File: src/rtl/pixel_read_pkg.sv
// Shared constants and types for the pixel read buffer.
// PIX_W          : pixel width taken from the low bits of the Avalon read data
// WIN_COLS/ROWS  : window geometry (3 columns x 8 rows)
// WIN_SIZE       : number of pixels held in the window
// CNT_W          : width of the request/response counters (0..WIN_SIZE)
// state_t        : fetch FSM states
// dest_t         : which store a fetch fills
package pixel_read_pkg;

  localparam int unsigned PIX_W    = 24;
  localparam int unsigned WIN_COLS = 3;
  localparam int unsigned WIN_ROWS = 8;
  localparam int unsigned WIN_SIZE = WIN_COLS * WIN_ROWS;
  localparam int unsigned CNT_W    = 5;

  typedef enum logic [1:0] {
    IDLE,
    ISSUE,
    DRAIN,
    DONE
  } state_t;

  typedef enum logic {
    DST_WINDOW,
    DST_PENDING
  } dest_t;

endpackage

File: src/rtl/avalon_read_issuer.sv
// Avalon-MM read request issuer for column-major pixel fetches.
// Owns the issued/received counters, the outstanding-read limit and the
// address generator.
//   start/start_target/base_addr : begin a fetch of start_target words
//   issue_en                     : requests may be issued (FSM in ISSUE)
//   rx_en                        : responses may be captured (ISSUE/DRAIN)
//   issue_done / rx_done         : all requests issued / all responses received
//   rx_valid / rx_index          : capture strobe and destination index
//   master_*                     : Avalon-MM read master signals
module avalon_read_issuer
  import pixel_read_pkg::*;
#(
  parameter int unsigned ADDR_W     = 32,
  parameter int unsigned ROW_STRIDE = 640,
  parameter int unsigned MAX_PEND   = 4
) (
  input  logic              clk,
  input  logic              rst,
  input  logic              start,
  input  logic [CNT_W-1:0]  start_target,
  input  logic [ADDR_W-1:0] base_addr,
  input  logic              issue_en,
  input  logic              rx_en,
  output logic              issue_done,
  output logic              rx_done,
  output logic              rx_valid,
  output logic [CNT_W-1:0]  rx_index,
  output logic [ADDR_W-1:0] master_address,
  output logic              master_read,
  input  logic              master_waitrequest,
  input  logic              master_readdatavalid
);

  localparam logic [ADDR_W-1:0] STRIDE     = ADDR_W'(ROW_STRIDE);
  localparam logic [CNT_W-1:0]  PEND_LIMIT = CNT_W'(MAX_PEND);

  logic [CNT_W-1:0]  target;
  logic [CNT_W-1:0]  issued;
  logic [CNT_W-1:0]  received;
  logic [CNT_W-1:0]  outstanding;
  logic [ADDR_W-1:0] base_q;
  logic              issue_fire;

  // Request k walks down a column first: low 3 bits select the row,
  // upper bits the column. The address only moves when a request is
  // accepted, so it is held stable across waitrequest stalls.
  always_comb begin
    outstanding    = issued - received;
    issue_done     = (issued == target);
    rx_done        = (received == target);
    master_read    = issue_en && (issued < target) && (outstanding < PEND_LIMIT);
    issue_fire     = master_read && !master_waitrequest;
    rx_valid       = rx_en && master_readdatavalid && (received < target);
    rx_index       = received;
    master_address = base_q + ADDR_W'(issued[2:0]) * STRIDE
                   + ADDR_W'(issued[CNT_W-1:3]);
  end

  always_ff @(posedge clk) begin
    if (rst) begin
      target   <= '0;
      issued   <= '0;
      received <= '0;
      base_q   <= '0;
    end else if (start) begin
      target   <= start_target;
      issued   <= '0;
      received <= '0;
      base_q   <= base_addr;
    end else begin
      if (issue_fire) issued   <= issued + CNT_W'(1);
      if (rx_valid)   received <= received + CNT_W'(1);
    end
  end

endmodule

File: src/rtl/pixel_read_buffer.sv
// Pixel staging store with Avalon-MM read master for the filter datapath.
// Fetches a 3x8 pixel window, prefetches the next column into a pending
// buffer, and slides the window by one column on command.
//   load24 / load8 / shift_enable8 : command pulses from the controller
//   base_addr                      : top pixel address, sampled on a load
//   win_sel / win_pixel            : combinational window read port
//   done_read24, done_shift8       : single-cycle completion pulses
//   done_load_read_buffer          : pending column valid (level)
//   busy, shift_err                : fetch in progress / sticky misuse flag
//   master_*                       : Avalon-MM read master
module pixel_read_buffer
  import pixel_read_pkg::*;
#(
  parameter int unsigned ADDR_W     = 32,
  parameter int unsigned ROW_STRIDE = 640,
  parameter int unsigned MAX_PEND   = 4
) (
  input  logic              clk,
  input  logic              rst,
  input  logic              load24,
  input  logic              load8,
  input  logic              shift_enable8,
  input  logic [ADDR_W-1:0] base_addr,
  input  logic [4:0]        win_sel,
  output logic [PIX_W-1:0]  win_pixel,
  output logic              done_read24,
  output logic              done_load_read_buffer,
  output logic              done_shift8,
  output logic              busy,
  output logic              shift_err,
  output logic [ADDR_W-1:0] master_address,
  output logic              master_read,
  input  logic              master_waitrequest,
  input  logic [31:0]       master_readdata,
  input  logic              master_readdatavalid
);

  state_t           state, state_nxt;
  dest_t            dest;
  logic [PIX_W-1:0] window  [WIN_SIZE];
  logic [PIX_W-1:0] pending [WIN_ROWS];
  logic             pend_valid;
  logic             shift_q;
  logic             err_q;
  logic             accept24, accept8, shift_ok, bad_req;
  logic             issue_en, rx_en;
  logic             issue_done, rx_done, rx_valid;
  logic [CNT_W-1:0] rx_index;
  logic             unused_readdata_hi;

  assign unused_readdata_hi = ^master_readdata[31:PIX_W];

  avalon_read_issuer #(
    .ADDR_W     (ADDR_W),
    .ROW_STRIDE (ROW_STRIDE),
    .MAX_PEND   (MAX_PEND)
  ) u_issuer (
    .clk                  (clk),
    .rst                  (rst),
    .start                (accept24 || accept8),
    .start_target         (accept24 ? CNT_W'(WIN_SIZE) : CNT_W'(WIN_ROWS)),
    .base_addr            (base_addr),
    .issue_en             (issue_en),
    .rx_en                (rx_en),
    .issue_done           (issue_done),
    .rx_done              (rx_done),
    .rx_valid             (rx_valid),
    .rx_index             (rx_index),
    .master_address       (master_address),
    .master_read          (master_read),
    .master_waitrequest   (master_waitrequest),
    .master_readdatavalid (master_readdatavalid)
  );

  // Command decode: commands are only honoured in IDLE; load24 wins over load8.
  always_comb begin
    accept24 = (state == IDLE) && load24;
    accept8  = (state == IDLE) && load8 && !load24;
    shift_ok = (state == IDLE) && shift_enable8 && pend_valid;
    bad_req  = (shift_enable8 && !shift_ok) || ((state != IDLE) && (load24 || load8));
  end

  always_ff @(posedge clk) begin
    if (rst) state <= IDLE;
    else     state <= state_nxt;
  end

  always_comb begin
    state_nxt = state;
    case (state)
      IDLE:    if (accept24 || accept8) state_nxt = ISSUE;
      ISSUE:   if (issue_done)          state_nxt = DRAIN;
      DRAIN:   if (rx_done)             state_nxt = DONE;
      DONE:                             state_nxt = IDLE;
      default:                          state_nxt = IDLE;
    endcase
  end

  always_comb begin
    busy        = (state != IDLE);
    issue_en    = (state == ISSUE);
    rx_en       = (state == ISSUE) || (state == DRAIN);
    done_read24 = (state == DONE) && (dest == DST_WINDOW);
  end

  assign done_load_read_buffer = pend_valid;
  assign done_shift8           = shift_q;
  assign shift_err             = err_q;

  always_comb begin
    win_pixel = '0;
    if (win_sel < 5'(WIN_SIZE)) win_pixel = window[win_sel];
  end

  // pend_valid is set on the DRAIN->DONE edge so that it rises together
  // with the DONE cycle, matching the done_read24 timing.
  always_ff @(posedge clk) begin
    if (rst) begin
      dest       <= DST_WINDOW;
      pend_valid <= 1'b0;
      shift_q    <= 1'b0;
      err_q      <= 1'b0;
      for (int unsigned i = 0; i < WIN_SIZE; i++) window[i]  <= '0;
      for (int unsigned i = 0; i < WIN_ROWS; i++) pending[i] <= '0;
    end else begin
      shift_q <= shift_ok;
      if (bad_req) err_q <= 1'b1;

      if (accept24)     dest <= DST_WINDOW;
      else if (accept8) dest <= DST_PENDING;

      if (shift_ok) begin
        for (int unsigned i = 0; i < WIN_SIZE - WIN_ROWS; i++)
          window[i] <= window[i + WIN_ROWS];
        for (int unsigned i = 0; i < WIN_ROWS; i++)
          window[WIN_SIZE - WIN_ROWS + i] <= pending[i];
      end

      if (rx_valid) begin
        if (dest == DST_WINDOW) window[rx_index] <= master_readdata[PIX_W-1:0];
        else                    pending[rx_index[2:0]] <= master_readdata[PIX_W-1:0];
      end

      if (accept8 || shift_ok)
        pend_valid <= 1'b0;
      else if ((state == DRAIN) && rx_done && (dest == DST_PENDING))
        pend_valid <= 1'b1;
    end
  end

endmodule

File: config.mk
export PLATFORM = sky130hd
export DESIGN_NAME = pixel_read_buffer
export DESIGN_NICKNAME = d
export VERILOG_FILES = /design/src/rtl/pixel_read_pkg.sv /design/src/rtl/avalon_read_issuer.sv /design/src/rtl/pixel_read_buffer.sv
export SDC_FILE = /design/constraint.sdc
export NUM_CORES = 1
export LEC_CHECK = 0
export BUFFER_PORTS_ARGS = -buffer_cell sky130_fd_sc_hd__buf_2
export CAP_MARGIN = 0
export CORE_UTILIZATION = 42
export CTS_CLUSTER_DIAMETER = 40
export CTS_CLUSTER_SIZE = 24
export DETAILED_ROUTE_END_ITERATION = 10
export HOLD_SLACK_MARGIN = 0.08
export MAX_ROUTING_LAYER = met4
export PLACE_DENSITY_LB_ADDON = 0.05
export SETUP_SLACK_MARGIN = 0.02
export SYNTH_ARGS = -nofsm -noshare
export SYNTH_HDL_FRONTEND = slang
export SYNTH_SLANG_ARGS = --single-unit
File: constraint.sdc
create_clock -name clk -period 5.1 [get_ports clk]
set_clock_uncertainty 0.15 [all_clocks]
set_input_delay 0.765 -clock clk [delete_from_list [all_inputs] [get_ports clk]]
set_output_delay 0.765 -clock clk [all_outputs]
set_load 0.005 [all_outputs]
==> Yosys cells after proc, flatten, opt, wreduce, memory -nomap -nowiden <==
Memories as Yosys holds them, arrays and structs flattened.
Cells that the tools add are included.
{ "word_totals": {"inputBits": 76, "n_memories": 2, "ff_bits": 53, "ram_bits": 768} }
{ "op_classes": {"n_lt_le_gt_ge": 4, "n_mul": 1, "n_reduce_logical": 31, "mux": 49, "n_addsub": 5, "n_eq_ne": 8, "bitwise_logic": 25} }
{ "memory_table": {"columns": ["memory", "depth", "width", "read_ports", "rd_ports_with_merged_regs", "wr", "line_no", "text"], "rows": [
  ["window", 24, 24, 17, 0, 24, "pixel_read_buffer.sv:40", "logic [PIX_W-1:0] window [WIN_SIZE];"],
  ["pending", 8, 24, 8, 0, 8, "pixel_read_buffer.sv:41", "logic [PIX_W-1:0] pending [WIN_ROWS];"]
]} }
{ "op_table": {"columns": ["operator", "count"], "rows": [
  ["24-bit 2-to-1 mux", 27],
  ["24-bit OR reduction", 2],
  ["32-bit by 13-bit adder with 32-bit output", 1],
  ["32-bit by 2-bit adder with 32-bit output", 1],
  ["1-bit OR", 24],
  ["1-bit logical AND", 15],
  ["1-bit 2-to-1 mux", 15],
  ["5-bit by 1-bit adder with 5-bit output, second input constant", 2],
  ["5-bit == test", 2],
  ["5-bit less-than comparator", 2],
  ["5-bit 2-to-1 mux", 2],
  ["2-bit one-hot mux with 4 select lines", 1],
  ["3-bit by 3-bit multiplier with 6-bit output, second input constant", 1],
  ["2-bit 2-to-1 mux", 3],
  ["2-bit OR reduction", 3],
  ["1-bit logical OR", 5],
  ["5-bit by 3-bit less-than comparator with 1-bit output, second input constant", 1],
  ["5-bit less-than comparator, second input constant", 1],
  ["5-bit subtractor", 1],
  ["2-bit == test, second input constant", 2],
  ["2-bit inequality test, second input constant", 2],
  ["1-bit zero test", 3],
  ["3-bit 2-to-1 mux", 1],
  ["3-bit AND reduction", 1],
  ["5 further kinds", 5]
]} }

==> Logic depth before layout (Yosys ltp) <==
Gate-level depths: netlist of run 1.
{ "logic_depth": {"word_depth": 9, "mapped_depth": 10, "depth_no_buf": 9} }

==> By module <==
From an unflattened synthesis of run 1, not the netlist that was laid out.
{ "hier_totals": {"cells_unflattened": 3997, "hier_area_um2": 42002.8} }
{ "by_module_without_submodules": {"columns": ["mod", "cells_per_inst", "seq_area_each_um2", "area_per_inst_um2", "n_inst"], "rows": [
  ["pixel_read_buffer", 3651, 23182.2, 38892.3, 1],
  ["avalon_read_issuer", 346, 940.9, 3110.5, 1]
]} }

==> Worst setup path before layout of run 1 <==
OpenSTA, ideal clock, no wires.
{ "synth_timing": {"kind": "input -> register", "from": "input master_readdatavalid", "to": "memory pending[0][0] (enable)", "arrival_ns": 3.649, "t_required_ns": 4.508, "path_buffers": 3, "setup_time_ns": 0.442, "setup_slack_ns": 0.859, "cell_stages": 7, "path_cell_list": "and3b_1 and2_1 clkbuf_1 nand4_1 clkbuf_1 clkbuf_1 o31ai_1"} }
{ "synth_lines": {"columns": ["item", "line_no", "text"], "rows": [
  ["start: declaration", "pixel_read_buffer.sv:35", "input logic master_readdatavalid"],
  ["end: declaration", "pixel_read_buffer.sv:41", null]
]} }

==> Final worst setup path of run 1 <==
{ "layout_timing": {"from": "register u_issuer.issued[2]", "to": "output master_address[21]"} }
{ "layout_between": {"elab_chain_len": 3} }
{ "layout_rtl": {"columns": ["item", "line_no", "text"], "rows": [
  ["start: declaration", "avalon_read_issuer.sv:38", "logic [CNT_W-1:0] issued;"],
  ["start signal: assignment", "avalon_read_issuer.sv:71", "if (issue_fire) issued <= issued + CNT_W'(1);"],
  ["3-bit by 3-bit multiplier with 6-bit output", "avalon_read_issuer.sv:55", "master_address = base_q + ADDR_W'(issued[2:0]) * STRIDE"],
  ["32-bit by 13-bit adder with 32-bit output", "avalon_read_issuer.sv:55", null],
  ["32-bit by 2-bit adder with 32-bit output", "avalon_read_issuer.sv:56", "+ ADDR_W'(issued[CNT_W-1:3]);"],
  ["end: declaration", "pixel_read_buffer.sv:31", "output logic [ADDR_W-1:0] master_address,"]
]} }
Every way passes these cells.

==> results of run 1 <==
==> kinds of logic (layout without fill, tap and decap cells) <==
| kind of cell | count (synthesis) | in the layout |
|---|---|---|
| and+or+nand+nor | 1460 | 1460 |
| DFF | 818 | 818 |
| AOI/OAI and AO/OA | 740 | 740 |
| buffers and inverters | 426 | 527 |
| muxes | 168 | 168 |
| xor gates and xnor gates | 35 | 35 |
| adders and majority gates | 29 | 29 |
| other | 0 | 1 |
==> tightest hold or removal path, delay by kind of cell <==
family                 cells  cell delay, ps
buffers and inverters      1             100
and+or+nand+nor            1              50
AOI/OAI and AO/OA          1              50
==> path summary, 6_finish.rpt <==
check | end | startpoint
hold reg to reg | u_issuer.base_q[7]$_SDFFE_PP0P_ | u_issuer.base_q[7]$_SDFFE_PP0P_
hold / removal | u_issuer.base_q[3]$_SDFFE_PP0P_ | base_addr[3]
setup / recovery | master_address[21] | u_issuer.issued[2]$_SDFFE_PP0P_
setup reg to reg | window[22][22]$_DFFE_PP_ | u_issuer.rx_index[4]$_SDFFE_PP0N_
==> synth_stat cells, drive strengths merged, types with 46 or more instances <==
master / n / area share
dfxtp: 50 / 0.025
inv: 46 / 0.0043
mux4: 144 / 0.081
o21ai: 596 / 0.074
buf: 95 / 0.011
nand3: 150 / 0.019
clkbuf: 285 / 0.027
nor4: 102 / 0.016
a21oi: 64 / 0.0080
nand2: 962 / 0.090
nor3: 93 / 0.012
edfxtp: 768 / 0.57
==> state kept, by name (all words and copies together), names as in the netlist <==
signal and count:
pending 192, state 2, dest 1, window 576, u_issuer.issued 5, done_load_read_buffer 1, u_issuer.rx_index 5, shift_err 1
u_issuer.base_q 32, done_shift8 1, u_issuer.target 2
==> metal layers <==
layer	global-route usage	vias to the layer above	routed length (µm)
li1	-	13370	-
met1	0.4315	14060	62780
met2	0.3887	1588	56380
met3	0.09424	198	16940
met4	0.1027	0	4555
met5	-	-	0
==> timing repair <==
item                                   4_1_cts  5_1_grt
hold buffers                                 1        0
setup endpoints to repair                    0        0
endpoints found under the hold margin        1        0
==> layout make-up <==
class | instances | area [µm²] | area share
Multi-Input combinational cell | 2432 | 14700 | 0.3147
Clock buffer | 160 | 3726 | 0.07975
Clock inverter | 95 | 965.9 | 0.02067
Sequential cell | 818 | 24060 | 0.5150
Timing Repair Buffer | 226 | 1505 | 0.03222
Tap cell | 1265 | 1583 | 0.03388
Inverter | 46 | 175.2 | 0.003749
Antenna cell | 1 | 2.502 | 0.00005356
==> layout by cell type, fill, tap and decap left out, types with 12 or more instances in the layout <==
| master | count |
|---|---|
| a21oi_1 | 64 |
| a22oi_1 | 25 |
| and2_1 | 27 |
| buf_2 | 127 |
| buf_4 | 87 |
| bufinv_16 | 13 |
| clkbuf_1 | 12 |
| clkbuf_16 | 146 |
| clkinv_1 | 12 |
| clkinv_2 | 19 |
| clkinvlp_4 | 19 |
| dfxtp_1 | 50 |
| edfxtp_1 | 768 |
| ha_1 | 28 |
| inv_1 | 42 |
| inv_6 | 18 |
| mux2i_1 | 24 |
| mux4_2 | 144 |
| nand2_1 | 960 |
| nand2b_1 | 22 |
| nand3_1 | 149 |
| nor2_1 | 35 |
| nor2b_1 | 21 |
| nor3_1 | 81 |
| nor3_2 | 12 |
| nor4_1 | 101 |
| o211ai_1 | 26 |
| o21ai_0 | 20 |
| o21ai_1 | 567 |
| xnor2_1 | 15 |
| xor2_1 | 19 |
==> metrics by stage <==
step                setup WS, ps  std cells
floorplan                  858.7       3676
global placement            1097       4786
detailed placement          1110       4786
CTS                        480.6       5042
global route               287.6       5042
finish                     477.8       5043
==> power by group <==
part | switching, W | leakage (nW) | internal, W | total (W)
clock | 0.00341 | 2.25 | 0.00594 | 0.00935
combinational | 0.00110 | 5.27 | 0.000515 | 0.00162
sequential | 0.000264 | 8.33 | 0.00770 | 0.00797
==> run_results.csv, run 1 <==
group,metric,value,unit
status,status,"completed",
sta,fmax,0.2163,GHz
die,dieHeight,311.4,µm
global_route,grt_pass1_wl,199600,µm
route,route.detailed.drc,0,
global_route,grt_pass1_vias,27440,
power_and_ir_drop,power.density,405.2,nW/µm²
die,initial_core_util,0.4238,
route,wirelength,140700,µm
worst_setup_path,rr_worst_depth,7,
yosys,ys_ff_latch,818,
die,die_w,311.4,µm
worst_setup_path,worstSetupPathType,"flop to primary output",
worst_setup_path,crit_buf_inv,2,
placed_design,placed_area,42020,µm²
sta,hold_slack,125.7,ps
clock_network,clkLatencyLatePin,730,ps
final_layout,fin_area,46720,µm²
worst_setup_path,required,4180,ps
clock_network,cts.sinks,818,
final_layout,final_util,0.4925,
worst_setup_path,cp_max_fo,9,
power_and_ir_drop,peakVddDrop,337.2,µV
yosys,postSynthCellCount,3676,
worst_hold_path,holdCritPathClass,"primary input to flop",
yosys,ys.flop_type,"edfxtp_1",
route,final_antenna_net_count,0,
placed_design,place_hpwl,95270,µm
clock_network,cts.path.max_buffers,3,
die,core_area,94870,µm²
worst_setup_path,critical_path_arrival,3710,ps
worst_setup_path,path_common_cell,"ha_1",
job,max-cap-violations,0,
route,first_pass_iters,6,
sta,finalHoldViolCount,0,
die,dieArea,96970,µm²
yosys,synth_adder_area_share,0.009211,
global_route,grt-ovfl-total,0,
yosys,synth-edff-count,768,
clock_network,postCtsSetupRepairBufs,0,
clock_network,cts_tree,"built",
worst_hold_path,holdPathStages,3,
final_layout,drive_above_1_share,0.1718,
sta,setup_viol,0,
clock_network,ctsResizeCount,0,
clock_network,clkTransAtPathRegs,50,ps
worst_setup_path,endpoint_kind,"primary output",
yosys,ys_seq_area_frac,0.5985,
route,vias,29210,
sta,setup_tns,0,ps
global_route,grt_max_degree,153,
sta,worst_pin_slew,1248,ps
yosys,synthXorXnorAreaFrac,0.007811,
worst_setup_path,critPathMaxStageDelay,550,ps
yosys,ys_types,54,
final_layout,syn_to_final_growth,16.21,%
die,row_count,113,
global_route,antenna_found_initial,3,
clock_network,cts_max_level,4,
yosys,yosys_warnings,0,
yosys,syn_nets,3781,
yosys,synth-compound-area-share,0.09744,
placed_design,gp_congestion,0.9056,
route,drtIter0Drc,3587,
sta,grt_setup_unrepaired,"no",
worst_setup_path,cp_top_family,"simple AND/OR/NAND/NOR gates",
sta,period_share,0.9063,
worst_setup_path,reg2reg_slack,1240,ps
clock_network,cts_made_buffers,138,
power_and_ir_drop,cellLeakagePower,15.85,nW
global_route,grt_use_total,0.2979,
power_and_ir_drop,p_total,0.01893,W
yosys,synth_top_family_by_area,"simple AND/OR/NAND/NOR gates",
placed_design,io_buffers,129,
worst_setup_path,start_kind,"flop",
clock_network,cts_root_buffer,"clkbuf_16",
sta,relSlewSlack,0.1662,
die,ios,138,
yosys,ys_async_sr_fraction,0,
worst_setup_path,crit_slowest_cell,"dfxtp_1",
sta,finalMaxSlewViolations,0,
route,wire_per_inst,27.89,µm
route,routed_via_density,5.792,
yosys,muxShareOfSynthArea,0.08664,
yosys,synth_area,40210,µm²
yosys,synth_simple_gate_area_share,0.1585,
worst_setup_path,critical_path_depth,10,
yosys,synth_area_per_cell,10.94,µm²
sta,period_needed,4622,ps
final_layout,nets,3767,
final_layout,fillers,8393,
worst_setup_path,crit_chain,"ha_1, ha_1, ha_1, nand2_1, nor4b_2, nor3_1, buf_4, nor4b_1, xor2_1, buf_2",
Power figures use the tool's default switching activity.
==> run 2, diff against run 1 <==
Settings changed: BUFFER_PORTS_ARGS -buffer_cell sky130_fd_sc_hd__buf_2 to not set, CORE_UTILIZATION 42 to 50, DONT_BUFFER_PORTS set to 1.
==> run_results.csv, run 2 (synthesis gave the netlist of run 1 again) <==
group,metric,value,unit
status,status,"completed",
worst_hold_path,hold_path_startpoint,"base_addr[14]",
placed_design,placed_area,40880,µm²
worst_setup_path,critical_path_arrival,3520,ps
sta,worst_pin_slew,1296,ps
route,route.detailed.drc,0,
route,wirelength,128300,µm
worst_setup_path,reg2reg_slack,1450,ps
sta,setup_tns,0,ps
worst_hold_path,holdPathEnd,"u_issuer.base_q[14]$_SDFFE_PP0P_",
sta,relSlewSlack,0.1363,
final_layout,largest_register,"window",
clock_network,clkLatencyLatePin,680,ps
power_and_ir_drop,cellLeakagePower,14.99,nW
final_layout,reg_top3,"window x576, pending x192, u_issuer.base_q x32",
sta,hold_slack,117.3,ps
die,initial_core_util,0.5073,
clock_network,cts_max_level,3,
placed_design,gp_congestion,0.9467,
worst_setup_path,worstSetupPathType,"flop to primary output",
clock_network,cts_root_buffer,"clkbuf_16",
route,vias,28640,
power_and_ir_drop,peakVddDrop,310.7,µV
final_layout,final_util,0.5715,
clock_network,clkTransAtPathRegs,50,ps
global_route,grt-ovfl-total,0,
global_route,antenna_found_initial,4,
worst_setup_path,path_common_cell,"ha_1",
route,routed_via_density,6.111,
die,dieArea,81550,µm²
final_layout,largest_reg_flops,576,
route,final_antenna_net_count,0,
worst_setup_path,endpoint_kind,"primary output",
job,max-cap-violations,0,
final_layout,final_cell_mix,"960 x nand2_1, 768 x edfxtp_1, 567 x o21ai_1",
final_layout,drive_above_1_share,0.1343,
power_and_ir_drop,p_total,0.01751,W
clock_network,cts.path.max_buffers,3,
final_layout,regArea,24060,µm²
placed_design,place_hpwl,85460,µm
global_route,grt_max_degree,145,
worst_setup_path,rr_worst_depth,7,
worst_setup_path,r2r-start,"state[0]$_SDFFE_PP0P_",
sta,finalMaxSlewViolations,0,
placed_design,io_buffers,0,
worst_hold_path,holdCritPathClass,"primary input to flop",
final_layout,syn_to_final_growth,12.67,%
worst_hold_path,holdPathStages,2,
die,ios,138,
worst_setup_path,crit_chain,"ha_1, ha_1, ha_1, ha_1, nor3_1, a211oi_1, o211ai_1, nor4_1, xor2_1",
route,wire_per_inst,27.38,µm
sta,period_share,0.8696,
final_layout,multi_input_area,14710,µm²
sta,period_needed,4435,ps
final_layout,layout_commonest_cell,"nand2_1",
sta,fmax,0.2255,GHz
final_layout,nets,3631,
sta,finalHoldViolCount,0,
route,first_pass_iters,6,
final_layout,fin_area,45300,µm²
sta,grt_setup_unrepaired,"no",
worst_setup_path,start_kind,"flop",
route,drtIter0Drc,4090,
global_route,grt_use_total,0.3217,
global_route,grt_pass1_wl,182300,µm
sta,setup_viol,0,
clock_network,postCtsSetupRepairBufs,0,
worst_setup_path,critPathMaxStageDelay,410,ps
power_and_ir_drop,power.density,386.6,nW/µm²
die,dieHeight,285.6,µm
worst_setup_path,r2r_end,"window[16][13]$_DFFE_PP_",
clock_network,cts_made_buffers,120,
global_route,grt_pass1_vias,25660,
clock_network,cts_tree,"built",
die,row_count,103,
clock_network,cts.sinks,818,
worst_setup_path,cp_max_fo,8,
worst_setup_path,crit_slowest_cell,"nor4_1",
worst_setup_path,required,4180,ps
die,die_w,285.6,µm
final_layout,fillers,6554,
die,core_area,79260,µm²
-- run 2: cell count changes in the layout (fill, tap and decap cells not counted), sizes merged --
cell / change
buf: -147
bufinv: -2
clkbuf: -30
clkinv: -5
clkinvlp: +4
diode: +3
dlygate4sd3: +29
inv: +7
-- run 2: what timing repair did --
item,4_1_cts,5_1_grt
endpoints found under the setup margin,0,0
hold buffers,31,0
resized for setup,0,0
hold endpoints to repair,38,0
-- run 2: worst max-delay path by stage --
stage | startpoint | to | slack (ps) | cells after the start
after detailed placement | rst | window[16][9]$_DFFE_PP_ | 1300 | 5
after global placement | rst | window[16][13]$_DFFE_PP_ | 1410 | 5
after global routing | u_issuer.issued[0]$_SDFFE_PP0P_ | master_address[28] | 490 | 9
after CTS | u_issuer.issued[0]$_SDFFE_PP0P_ | master_address[28] | 650 | 9
after floorplan | master_readdatavalid | pending[0][0]$_SDFFCE_PN0P_ | 860 | 7
final | u_issuer.issued[0]$_SDFFE_PP0P_ | master_address[28] | 660 | 9
-- run 2: metal layers --
metal	up-vias	GRT usage	share of wire
li1	13100	-	-
met1	13690	0.4847	0.43
met2	1662	0.4197	0.41
met3	192	0.08804	0.13
met4	0	0.09599	0.028
met5	-	-	0
-- run 2: power by group --
group	internal [W]	total, W	leakage [nW]	switching [W]
clock	0.00501	0.00827	1.95	0.00325
combinational	0.000449	0.00130	4.71	0.000851
sequential	0.00770	0.00795	8.33	0.000253
total	0.0132	0.0175	15.0	0.00435
-- run 2: layout make-up --
type / instances / area share
Timing Repair Buffer: 108 / 0.02066
Clock buffer: 130 / 0.06806
Antenna cell: 4 / 0.0002210
Multi-Input combinational cell: 2432 / 0.3247
Tap cell: 1050 / 0.02900
Sequential cell: 818 / 0.5312
Clock inverter: 99 / 0.02226
Inverter: 46 / 0.003867
-- run 2: critical path, delay by kind of cell (launching register included) --
family	cells	cell delay, ps
compound gates	2	620
xor+xnor	1	220
fa+ha+maj	4	1090
flops	1	400
simple gates	2	510
-- run 2: metrics by stage --
stage,setup WS (ps),cells
floorplan,858.7,3676
global placement,1408,4423
detailed placement,1305,4423
CTS,655.0,4683
global route,489.8,4684
finish,665.0,4687
